--- config.mk ---
export PLATFORM = sky130hd
export DESIGN_NAME = hpu_alu_resolve
export DESIGN_NICKNAME = d
export VERILOG_FILES = /design/src/rtl/hpu_alu_resolve.sv
export SDC_FILE = /design/constraint.sdc
export NUM_CORES = 1
export LEC_CHECK = 0
export CAP_MARGIN = 0
export CORE_MARGIN = 5
export CORE_UTILIZATION = 30
export CTS_CLUSTER_DIAMETER = 50
export DETAILED_ROUTE_END_ITERATION = 10
export PLACE_DENSITY = 0.65
export SETUP_SLACK_MARGIN = 0.2
export SLEW_MARGIN = 25
export SYNTH_ARGS = -nofsm -noshare
export SYNTH_HDL_FRONTEND = slang
export SYNTH_SLANG_ARGS = --single-unit
--- constraint.sdc ---
create_clock -name clk_i -period 5.1 [get_ports clk_i]
set_input_delay 0.765 -clock clk_i [delete_from_list [all_inputs] [get_ports clk_i]]
set_output_delay 0.765 -clock clk_i [all_outputs]
set_load 0.05 [all_outputs]
--- src/rtl/hpu_alu_resolve.sv ---
// ALU resolve stage: registers the execute result, drives regfile writeback and the ROB
// completion report, and raises a held fetch redirect on a control-flow misprediction.

package hpu_pkg;
  typedef enum logic [2:0] {
    ALG  = 3'd0,
    UP   = 3'd1,
    JAL  = 3'd2,
    JALR = 3'd3,
    BR   = 3'd4
  } optype_e;

  typedef enum logic [3:0] {
    INST_ADDR_MISALIGNED = 4'd0,
    INST_ACCESS_FAULT    = 4'd1,
    ILLEGAL_INST         = 4'd2
  } excp_e;
endpackage

module hpu_alu_resolve
  import hpu_pkg::*;
#(
  parameter int unsigned PHY_W = 6,
  parameter int unsigned ROB_W = 5,
  parameter int unsigned CNT_W = 32
) (
  input  logic             clk_i,
  input  logic             rst_i,
  input  logic             in_valid_i,
  output logic             in_ready_o,
  input  logic [2:0]       in_optype_i,
  input  logic             in_rdst_en_i,
  input  logic [PHY_W-1:0] in_phy_rdst_i,
  input  logic [ROB_W-1:0] in_rob_id_i,
  input  logic [31:0]      in_data_i,
  input  logic             in_br_taken_i,
  input  logic [31:0]      in_next_pc_i,
  input  logic [31:0]      in_pred_pc_i,
  input  logic             flush_i,
  output logic             wb_en_o,
  output logic [PHY_W-1:0] wb_idx_o,
  output logic [31:0]      wb_data_o,
  output logic             cmt_valid_o,
  output logic [ROB_W-1:0] cmt_rob_id_o,
  output logic             cmt_mispred_o,
  output logic             cmt_br_taken_o,
  output logic             cmt_excp_en_o,
  output excp_e            cmt_excp_o,
  output logic             redir_valid_o,
  output logic [31:0]      redir_pc_o,
  input  logic             redir_ready_i,
  output logic [CNT_W-1:0] mispred_cnt_o
);

  typedef enum logic [0:0] {StIdle, StRedirWait} state_e;

  localparam logic [CNT_W-1:0] CntOne = {{(CNT_W-1){1'b0}}, 1'b1};

  state_e             state_q, state_d;
  logic               wb_en_q, wb_en_d;
  logic [PHY_W-1:0]   wb_idx_q, wb_idx_d;
  logic [31:0]        wb_data_q, wb_data_d;
  logic               cmt_valid_q, cmt_valid_d;
  logic [ROB_W-1:0]   cmt_rob_id_q, cmt_rob_id_d;
  logic               cmt_mispred_q, cmt_mispred_d;
  logic               cmt_br_taken_q, cmt_br_taken_d;
  logic               cmt_excp_en_q, cmt_excp_en_d;
  logic [31:0]        redir_pc_q, redir_pc_d;
  logic [CNT_W-1:0]   cnt_q, cnt_d;

  optype_e     op;
  logic        is_ctrl;
  logic [31:0] actual_pc;
  logic        misaligned;
  logic        mispred;
  logic        capture;

  // Decode the incoming result: resolved target, misalignment and misprediction.
  always_comb begin
    op         = optype_e'(in_optype_i);
    is_ctrl    = 1'b0;
    actual_pc  = in_next_pc_i;
    case (op)
      JAL, BR: is_ctrl = 1'b1;
      JALR: begin
        is_ctrl   = 1'b1;
        actual_pc = {in_next_pc_i[31:1], 1'b0};
      end
      default: is_ctrl = 1'b0;
    endcase
    misaligned = is_ctrl && (actual_pc[1:0] != 2'b00);
    // A misaligned target is reported as an exception, never as a redirect.
    mispred    = is_ctrl && !misaligned && (actual_pc != in_pred_pc_i);
    capture    = in_valid_i && (state_q == StIdle) && !flush_i;
  end

  // Next-state for the report registers, the redirect FSM and the counter.
  always_comb begin
    state_d        = state_q;
    wb_en_d        = 1'b0;
    wb_idx_d       = wb_idx_q;
    wb_data_d      = wb_data_q;
    cmt_valid_d    = 1'b0;
    cmt_rob_id_d   = cmt_rob_id_q;
    cmt_mispred_d  = 1'b0;
    cmt_br_taken_d = 1'b0;
    cmt_excp_en_d  = 1'b0;
    redir_pc_d     = redir_pc_q;
    cnt_d          = cnt_q;

    if (capture) begin
      wb_en_d        = in_rdst_en_i;
      wb_idx_d       = in_phy_rdst_i;
      wb_data_d      = in_data_i;
      cmt_valid_d    = 1'b1;
      cmt_rob_id_d   = in_rob_id_i;
      cmt_mispred_d  = mispred;
      cmt_br_taken_d = in_br_taken_i;
      cmt_excp_en_d  = misaligned;
      if (mispred) begin
        redir_pc_d = actual_pc;
        cnt_d      = cnt_q + CntOne;
      end
    end

    case (state_q)
      StIdle:      if (capture && mispred) state_d = StRedirWait;
      StRedirWait: if (redir_ready_i) state_d = StIdle;
      default:     state_d = StIdle;
    endcase

    // Flush abandons any pending redirect; a same-cycle handshake has no extra effect.
    if (flush_i) state_d = StIdle;
  end

  // State and output registers with synchronous reset.
  always_ff @(posedge clk_i) begin
    if (rst_i) begin
      state_q        <= StIdle;
      wb_en_q        <= 1'b0;
      wb_idx_q       <= '0;
      wb_data_q      <= '0;
      cmt_valid_q    <= 1'b0;
      cmt_rob_id_q   <= '0;
      cmt_mispred_q  <= 1'b0;
      cmt_br_taken_q <= 1'b0;
      cmt_excp_en_q  <= 1'b0;
      redir_pc_q     <= '0;
      cnt_q          <= '0;
    end else begin
      state_q        <= state_d;
      wb_en_q        <= wb_en_d;
      wb_idx_q       <= wb_idx_d;
      wb_data_q      <= wb_data_d;
      cmt_valid_q    <= cmt_valid_d;
      cmt_rob_id_q   <= cmt_rob_id_d;
      cmt_mispred_q  <= cmt_mispred_d;
      cmt_br_taken_q <= cmt_br_taken_d;
      cmt_excp_en_q  <= cmt_excp_en_d;
      redir_pc_q     <= redir_pc_d;
      cnt_q          <= cnt_d;
    end
  end

  assign in_ready_o     = (state_q == StIdle);
  assign wb_en_o        = wb_en_q;
  assign wb_idx_o       = wb_idx_q;
  assign wb_data_o      = wb_data_q;
  assign cmt_valid_o    = cmt_valid_q;
  assign cmt_rob_id_o   = cmt_rob_id_q;
  assign cmt_mispred_o  = cmt_mispred_q;
  assign cmt_br_taken_o = cmt_br_taken_q;
  assign cmt_excp_en_o  = cmt_excp_en_q;
  // Misalignment is the only cause this stage can raise.
  assign cmt_excp_o     = INST_ADDR_MISALIGNED;
  assign redir_valid_o  = (state_q == StRedirWait);
  assign redir_pc_o     = redir_pc_q;
  assign mispred_cnt_o  = cnt_q;

endmodule

==> results of run 1 <==
==> power by group <==
part / leakage [µW] / internal, µW / total, µW / switching [µW]
clock network: 0.000298 / 823 / 1250 / 429
registers: 0.000916 / 904 / 913 / 9.50
logic: 0.00146 / 142 / 329 / 188
total: 0.00267 / 1870 / 2500 / 627
==> worst min-delay path by stage <==
stage / start / end / cells past startpoint
final: wb_data_o[14] / wb_data_o[14] / 2
after CTS: wb_data_o[12] / wb_data_o[12] / 2
after global placement: wb_idx_o[5] / wb_idx_o[5] / 2
after global routing: wb_data_o[23] / wb_data_o[23] / 2
after floorplan: wb_data_o[7] / wb_data_o[7] / 2
after detailed placement: cmt_rob_id_o[4] / cmt_rob_id_o[4] / 2
==> per-stage QoR <==
stage          setup WS, ns  area, µm²  instances  utilization [%]  hold slack, ns
5_1_grt                1.53       8100       1045             49.0           0.470
3_3_place_gp           1.47       7470       1013             45.2           0.441
3_5_place_dp           1.35       7470       1013             45.2           0.448
4_1_cts                1.79       8100       1045             49.0           0.455
6_report               1.80       8100       1045             49.0           0.451
2_1_floorplan          2.63       5040        608                -           0.674
==> layer usage <==
metal / vias up / wire (µm)
li1: 2588 / -
met5: - / 0
met3: 19 / 1500
met1: 2380 / 7050
met2: 183 / 8270
met4: 0 / 287
==> flip-flops by register name, summed over array words and instances, names as in the netlist <==
signal and count:
cmt_br_taken_o 1, cmt_excp_en_o 1, cmt_mispred_o 1, cmt_rob_id_o 5, cmt_valid_o 1, mispred_cnt_o 32
redir_pc_o 32, redir_valid_o 1, wb_data_o 32, wb_en_o 1, wb_idx_o 6
==> cells in the mapped netlist, drive strengths merged (19+ instances only) <==
cell type / n
o21ai: 35
clkbuf: 34
o31ai: 27
nand4b: 31
xor2: 29
buf: 19
nand2: 98
or4: 25
a21oi: 106
dfxtp: 113
==> kinds of logic (layout without fill, tap and decap cells) <==
logic type,count (synthesis),count (layout),synth area share (%)
flip-flops,113,113,45.0
XOR/XNOR,32,32,5.57
AND/OR/NAND/NOR,222,222,24.5
buffers and inverters,63,280,5.50
AO/OA/AOI/OAI,172,172,18.9
adder cells (fa/ha/maj),1,1,0.249
multiplexers,1,1,0.224
other,1,4,0.0745
==> cell type report <==
| cell class | count | area share (%) |
|---|---|---|
| multi-input combinational | 432 | 31.3 |
| timing repair buffer | 238 | 29.1 |
| sequential | 113 | 27.9 |
| clock buffer | 21 | 5.93 |
| tap | 220 | 3.40 |
| clock inverter | 11 | 1.87 |
| inverter | 10 | 0.463 |
==> worst register-to-register path, stage by stage (launching register included) <==
cell and delay, ns:
dfxtp_1 0.39, ha_1 0.22, and3_1 0.16, nand4_1 0.17, or3_1 0.58, or4_1 0.53
a21oi_1 0.15
==> results_dict.tcl, run 1 <==
set metrics [dict create \
    count_of_different_cell_masters_after_synthesis 41 \
    globalRouteMet2Util_pct 28.2 \
    worst_path_max_delay_cell "o31ai_4" \
    synth_enable_flop_cells 0 \
    critical_path.reg2reg.endpoint "mispred_cnt_o[28]" \
    crit_end "redir_pc_o[14]" \
    cts_hold_buf 0 \
    final_period_minus_worst_setup_slack_ns 3.30 \
    syn_inst 605 \
    buf_inv_on_cp 2 \
    routedWlPerCell_um 16.4 \
    finish.net_count 930 \
    holdCritPathClass "reg2reg" \
    ys.flop_type "dfxtp_1" \
    final-seq-area_um2 2260 \
    timing.slew.headroom_pct 35.5 \
    grt_antenna_before_repair 0 \
    fp-row-count 47 \
    design.portCount 235 \
    areaGrowthSynthToFinish_pct 61.0 \
    die_y_um 140 \
    finalHoldViolCount 0 \
    design_power_total_uw 2500 \
    run_status "completed" \
    synth_warnings 0 \
    die_area_um2 19500 \
    first_global_vias 4943 \
    cp_top_family "compound AO/OA/AOI/OAI gates" \
    largest_net_degree_at_the_start_of_global_routing 75 \
    hpwlAfterDp_um 12000 \
    layout.cells.most_common "clkdlybuf4s50_1" \
    worst_slew_pin_slew_ns 0.963 \
    initial_core_util_pct 30.4 \
    setup_viol 0 \
    tritoncts.num_buffers 17 \
    reg2reg_slack_ns 2.83 \
    worst_setup_hold_path_clk_slew_ns 0.05 \
    cts_buffer_depth 2 \
    cp_num_cells 8 \
    first_drt_pass_iteration_count 4 \
    resized_after_cts 0 \
    worst_r2r_path_depth 6 \
    worstPathCellList "clkdlybuf4s50_1, xor2_1, nor4_1, nand4_1, o31ai_4, buf_4, o21ai_0, a21oi_1" \
    numClockSinks 113 \
    synth_seq_cells 113 \
    worstPathArrival_ns 3.62 \
    cp_slowest_stage_delay_ns 0.85 \
    post_drt_via_cell_ratio 4.95 \
    clock_tree.root_cell "clkbuf_16" \
    core_area_um2 16500 \
    max_clock_freq_ghz 0.303 \
    drt_first_iter_violations 295 \
    final.period_utilization_pct 64.7 \
    grt_overflow_total 0 \
    diodes_inserted 0 \
    pwr_cell_area_nw_per_um2 308 \
    finalSetupTns_ns 0 \
    proportion_of_synthesized_chip_area_in_sequential_cells_pct 45.0 \
    area_leader_netlist "dfxtp_1" \
    die_x_um 140 \
    vias 5170 \
    final_max_slew_viol_count 0 \
    clock_insertion_delay_worst_skew_ns 0.40 \
    syn-cell-area_um2 5030 \
    path_class "in2reg" \
    grt_setup_unrepaired "no" \
    tritoncts "yes" \
    syn_area_per_cell_um2 8.32 \
    grt_first_pass_wirelength_um 26800 \
    use_met1_pct 20.3 \
    antenna_violating_nets_post_route 0 \
    worst_setup_path_end_kind "register" \
    grt_util_met3_pct 6.21 \
    fillCellCount 1587 \
    cp-startpoint "in_next_pc_i[8]" \
    required_ns 5.42 \
    share_of_layout_cells_above_drive_strength_1_pct 6.18 \
    port_buffers 230 \
    detail_route.wirelength_um 17100 \
    postSynth.asyncResetShare_pct 0 \
    most_area_consuming_cells_after_synthesis "dfxtp_1 45%, a21oi_1 11%, nand2_1 7.3%" \
    most-common-layout-cells "229 x clkdlybuf4s50_1, 113 x dfxtp_1, 106 x a21oi_1" \
    worstPathMaxFanout 25 \
    grtUsageTotal_pct 17.0 \
    worst_setup_path_start_kind "input pin" \
    static_leakage_uw 0.00267 \
    globalplace.congestion 0.754 \
    post_cts_buffers 0 \
    synth_top_cell_area_share_pct 45.0 \
    drc 0 \
    gr-max-usage-layer "met2" \
    power.ir.vdd_worst_uv 208 \
    multi_input_comb_area_um2 2530 \
    reg2reg_from "mispred_cnt_o[0]" \
    maxCapViolCount 0 \
    h_tree_levels 4 \
    final.setup_skew_ns 0.00883 \
]
(Power assumes the default switching activity.)
==> run 2, diff against run 1 <==
PLACE_DENSITY = 0.67   (was 0.65)
clock period = 3 ns   (was 5.1 ns; I/O delays follow)
==> run 2 against run 1 <==
Sequential power rose by 70%. Via count rose by 1.6%. Sequential share of layout area fell by 0.44 points. Clock power rose by 73%. Combinational power rose by 75%. Setup slack got worse by 1.3 ns. Global-route usage barely moved. Final area rose by 1.6%. Register-to-register slack got worse by 2.1 ns. Non-clock buffer count rose by 13. Power rose by 72%. Routed wire length fell by 0.13%. Highest routed layer unchanged.
==> results_dict.tcl, run 2 (synthesis results as in run 1) <==
set metrics [dict create \
    hpwlAfterDp_um 12400 \
    grt_antenna_before_repair 0 \
    grt_first_pass_wirelength_um 26500 \
    worst_path_max_delay_cell "or4b_1" \
    share_of_layout_cells_above_drive_strength_1_pct 7.64 \
    worstPathMaxFanout 20 \
    grt_setup_unrepaired "no" \
    static_leakage_uw 0.00273 \
    pwr_cell_area_nw_per_um2 521 \
    numClockSinks 113 \
    final_max_slew_viol_count 0 \
    finalSetupTns_ns 0 \
    max_clock_freq_ghz 0.408 \
    worst_setup_path_end_kind "register" \
    first_drt_pass_iteration_count 4 \
    final_period_minus_worst_setup_slack_ns 2.45 \
    diodes_inserted 0 \
    fin_ws_ns 0.549 \
    initial_core_util_pct 30.4 \
    design_power_total_uw 4290 \
    required_ns 3.34 \
    fp-row-count 47 \
    finalHoldViolCount 0 \
    clock_insertion_delay_worst_skew_ns 0.41 \
    grtUsageTotal_pct 17.0 \
    cts_hold_buf 0 \
    tritoncts.num_buffers 17 \
    clock_tree.root_cell "clkbuf_16" \
    core_area_um2 16500 \
    drt_first_iter_violations 241 \
    reg2reg_from "mispred_cnt_o[0]" \
    die_y_um 140 \
    final.setup_skew_ns 0.00604 \
    dp_slack_ns 0.126 \
    post_drt_via_cell_ratio 4.97 \
    cts_buffer_depth 2 \
    routedWlPerCell_um 16.2 \
    drc 0 \
    areaGrowthSynthToFinish_pct 63.6 \
    h_tree_levels 4 \
    cp_slowest_stage_delay_ns 0.54 \
    timing.slew.headroom_pct 60.6 \
    final.period_utilization_pct 81.7 \
    layout.cells.most_common "clkdlybuf4s50_1" \
    antenna_violating_nets_post_route 0 \
    worst_slew_pin_slew_ns 0.590 \
    worst_setup_path_start_kind "input pin" \
    worst_setup_hold_path_clk_slew_ns 0.06 \
    run_status "completed" \
    cp_top_family "simple AND/OR/NAND/NOR gates" \
    post-place-cells 1026 \
    worst_hold_startpoint "wb_data_o[0]" \
    detail_route.wirelength_um 17100 \
    holdCritPathClass "reg2reg" \
    critical_path.most_common_cell "or2_1" \
    power.ir.vdd_worst_uv 374 \
    grt_overflow_total 0 \
    resized_after_cts 0 \
    tritoncts "yes" \
    first_global_vias 4844 \
    worstPathArrival_ns 2.79 \
    die_area_um2 19500 \
    maxCapViolCount 0 \
    setup_viol 0 \
    finish.net_count 943 \
    post_cts_buffers 0 \
    largest_net_degree_at_the_start_of_global_routing 50 \
    final-instance-count-excl-fill 1058 \
    globalplace.congestion 0.845 \
    port_buffers 230 \
    buf_inv_on_cp 1 \
    path_class "in2reg" \
    vias 5253 \
    design.portCount 235 \
    cp-startpoint "in_valid_i" \
    worstPathCellList "clkdlybuf4s50_1, nor3b_4, nand2_1, or2_1, or2_1, or4b_1, a21oi_1" \
    die_x_um 140 \
    most-common-layout-cells "229 x clkdlybuf4s50_1, 113 x dfxtp_1, 106 x a21oi_1" \
]
-- run 2: area by class of cell --
| class | instances | area (µm²) |
|---|---|---|
| sequential | 113 | 2260 |
| clock buffer | 17 | 425 |
| timing repair buffer | 251 | 2490 |
| fill | 1586 | 8290 |
| clock inverter | 15 | 208 |
| multi-input combinational | 432 | 2530 |
| inverter | 10 | 37.5 |
| tap | 220 | 275 |
-- run 2: path summary, 6_finish.rpt --
check,slack (ns),cells after the start,to
setup / recovery,0.55,7,mispred_cnt_o[25]
hold / removal,0.45,2,wb_data_o[0]
setup reg to reg,0.73,6,mispred_cnt_o[18]
hold reg to reg,0.45,2,wb_data_o[0]
-- run 2: per-stage QoR --
step / hold WS (ns) / cell area, µm² / utilization [%]
5_1_grt: 0.470 / 8230 / 49.8
3_5_place_dp: 0.446 / 7600 / 46.0
3_3_place_gp: 0.441 / 7600 / 46.0
2_1_floorplan: 0.572 / 5040 / -
4_1_cts: 0.453 / 8230 / 49.8
6_report: 0.450 / 8230 / 49.8
-- run 2: routing by layer --
layer | vias up | routed length (µm) | global-route usage, %
met4 | 0 | 524 | 7.78
li1 | 2615 | - | -
met1 | 2410 | 7080 | 20.3
met3 | 39 | 1480 | 6.00
met5 | - | 0 | 0
met2 | 189 | 8010 | 27.3
-- run 2: power by group --
group	switching, µW	leakage (µW)	internal (µW)
clock network	766	0.000296	1400
registers	15.8	0.000916	1540
logic	321	0.00152	254
-- run 2: worst register-to-register path, delay by kind of cell (launching register included) --
kind / cells / cell delay, ns
flip-flops: 1 / 0.41
AO/OA/AOI/OAI: 1 / 0.14
AND/OR/NAND/NOR: 4 / 1.40
adder cells (fa/ha/maj): 1 / 0.24
==> run 3, diff against run 2 <==
PLACE_DENSITY = 0.65   (was 0.67)
clock period = 2.3 ns   (was 3 ns; I/O delays follow)
==> run 3 against run 2 <==
First-iteration DRC count increased by 0.41%. Die area did not move. Cell count rose by 6.5%. Sequential power grew 30%.
==> results_dict.tcl, run 3 (synthesis results as in run 1) <==
set metrics [dict create \
    globalplace.congestion 0.765 \
    worst_slew_pin_slew_ns 0.579 \
    worst_path_max_delay_cell "or4_4" \
    setup_viol 0 \
    tritoncts.num_buffers 17 \
    routedWlPerCell_um 16.8 \
    worst_setup_hold_path_clk_slew_ns 0.06 \
    grt_antenna_before_repair 1 \
    clock_tree.root_cell "clkbuf_16" \
    drt_first_iter_violations 242 \
    worst_setup_path_end_kind "register" \
    grt_first_pass_wirelength_um 29200 \
    fin_ws_ns 0.241 \
    final_max_slew_viol_count 0 \
    final_period_minus_worst_setup_slack_ns 2.06 \
    numClockSinks 113 \
    max_clock_freq_ghz 0.486 \
    grt_setup_unrepaired "yes" \
    hpwlAfterDp_um 12800 \
    final-instance-count-excl-fill 1127 \
    cts_buffer_depth 2 \
    worstPathCellList "clkdlybuf4s50_1, xnor2_1, nand4_1, buf_6, o31ai_4, buf_4, buf_12, buf_8, or4_4, a21oi_2" \
    die_x_um 140 \
    final_design_area_no_fill_um2 9260 \
    first_drt_pass_iteration_count 4 \
    grtUsageTotal_pct 18.7 \
    h_tree_levels 4 \
    met2_wirelength_um 9420 \
    required_ns 2.65 \
    finish.net_count 1011 \
    static_leakage_uw 0.00344 \
    path_class "in2reg" \
    route.met3.wl_um 1450 \
    met1Wirelength_um 7700 \
    share_of_layout_cells_above_drive_strength_1_pct 23.2 \
    final.period_utilization_pct 89.5 \
    clock_insertion_delay_worst_skew_ns 0.41 \
    post-place-cells 1068 \
    final.setup_skew_ns 0.00719 \
    design.portCount 235 \
    pwr_cell_area_nw_per_um2 624 \
    run_status "completed" \
    holdCritPathClass "in2reg" \
    finalHoldViolCount 0 \
    largest_net_degree_at_the_start_of_global_routing 57 \
    fp-row-count 47 \
    timing.slew.headroom_pct 61.3 \
    die_area_um2 19500 \
    buf_inv_on_cp 5 \
    grt_overflow_total 0 \
    port_buffers 230 \
    worstPathMaxFanout 7 \
    worst_setup_path_start_kind "input pin" \
    initial_core_util_pct 30.4 \
    tritoncts "yes" \
    detailed_place.area_um2 7980 \
    maxUsedRoutingLayer "met4" \
    post_drt_via_cell_ratio 4.95 \
    most-common-layout-cells "165 x clkdlybuf4s50_1, 97 x nand2_1, 96 x dfxtp_1" \
    antenna_violating_nets_post_route 0 \
    maxCapViolCount 0 \
    dp_slack_ns -0.565 \
    first_global_vias 5320 \
    power.ir.vdd_worst_uv 531 \
    drc 0 \
    cp_top_family "buffers and inverters" \
    die_y_um 140 \
    detail_route.wirelength_um 18900 \
    worstPathArrival_ns 2.41 \
    cp_slowest_stage_delay_ns 0.53 \
    layout.cells.most_common "clkdlybuf4s50_1" \
    finalSetupTns_ns 0 \
    vias 5581 \
    core_area_um2 16500 \
    final_core_util_pct 56.0 \
    areaGrowthSynthToFinish_pct 84.0 \
]
[run 3: cell count changes in the layout (fill, tap and decap cells not counted), moves of 11 or more]
cell,before,now
dlymetal6s2s_1,0,20
dfxtp_1,113,96
buf_4,19,67
clkdlybuf4s50_1,229,165
xor2_2,0,12
dfxtp_2,0,11
buf_6,0,11
dlygate4sd2_1,0,28
clkbuf_2,0,12
xor2_1,29,16
a21oi_1,106,93
a21oi_2,0,13
[run 3: path summary, 6_finish.rpt]
path	from	slack [ns]	end	depth (start not counted)
worst max-delay path	in_next_pc_i[23]	0.24	mispred_cnt_o[17]	10
worst min-delay path	in_next_pc_i[20]	0.22	redir_pc_o[20]	3
worst max register to register	redir_valid_o	0.25	mispred_cnt_o[19]	7
worst min register to register	wb_data_o[23]	0.45	wb_data_o[23]	2
[run 3: stage by stage]
| step | hold slack (ns) | power [µW] |
|---|---|---|
| finish | 0.220 | 5780 |
| global route | 0.208 | 5990 |
| CTS | 0.365 | 5820 |
| detailed placement | 0.446 | 2860 |
| global placement | 0.441 | 2860 |
| floorplan | 0.467 | 2420 |
[run 3: layout make-up]
class,count,area (µm²)
antenna,1,2.50
fill,1499,7270
tap,220,275
clock inverter,14,199
multi-input combinational,434,2860
sequential,113,2300
clock buffer,18,450
timing repair buffer,317,3130
inverter,10,37.5
[run 3: timing repair]
| item | in CTS | in global routing |
|---|---|---|
| hold buffers | 0 | 0 |
| setup buffers | 13 | 6 |
| pin swaps | 48 | 35 |
| gates resized for setup | 87 | 89 |
| setup endpoints to repair | 65 | 66 |
| gates cloned | 5 | 2 |
[run 3: per-layer routing]
| metal | vias up | GRT usage (%) |
|---|---|---|
| met5 | - | 0 |
| met4 | 0 | 6.69 |
| met3 | 25 | 6.62 |
| met2 | 199 | 31.7 |
| met1 | 2617 | 21.8 |
| li1 | 2740 | - |
[run 3: worst register-to-register path, stage by stage (launching register included)]
cell and delay, ns:
dfxtp_2 0.35, nor3b_4 0.25, buf_4 0.15, nand2_1 0.05, or2_4 0.26, or2_4 0.30
or4_4 0.50, a21oi_2 0.14
[run 3: power breakdown]
group / switching (µW) / internal (µW)
combinational: 474 / 380
sequential: 20.5 / 2000
clock: 1010 / 1890
total: 1510 / 4270
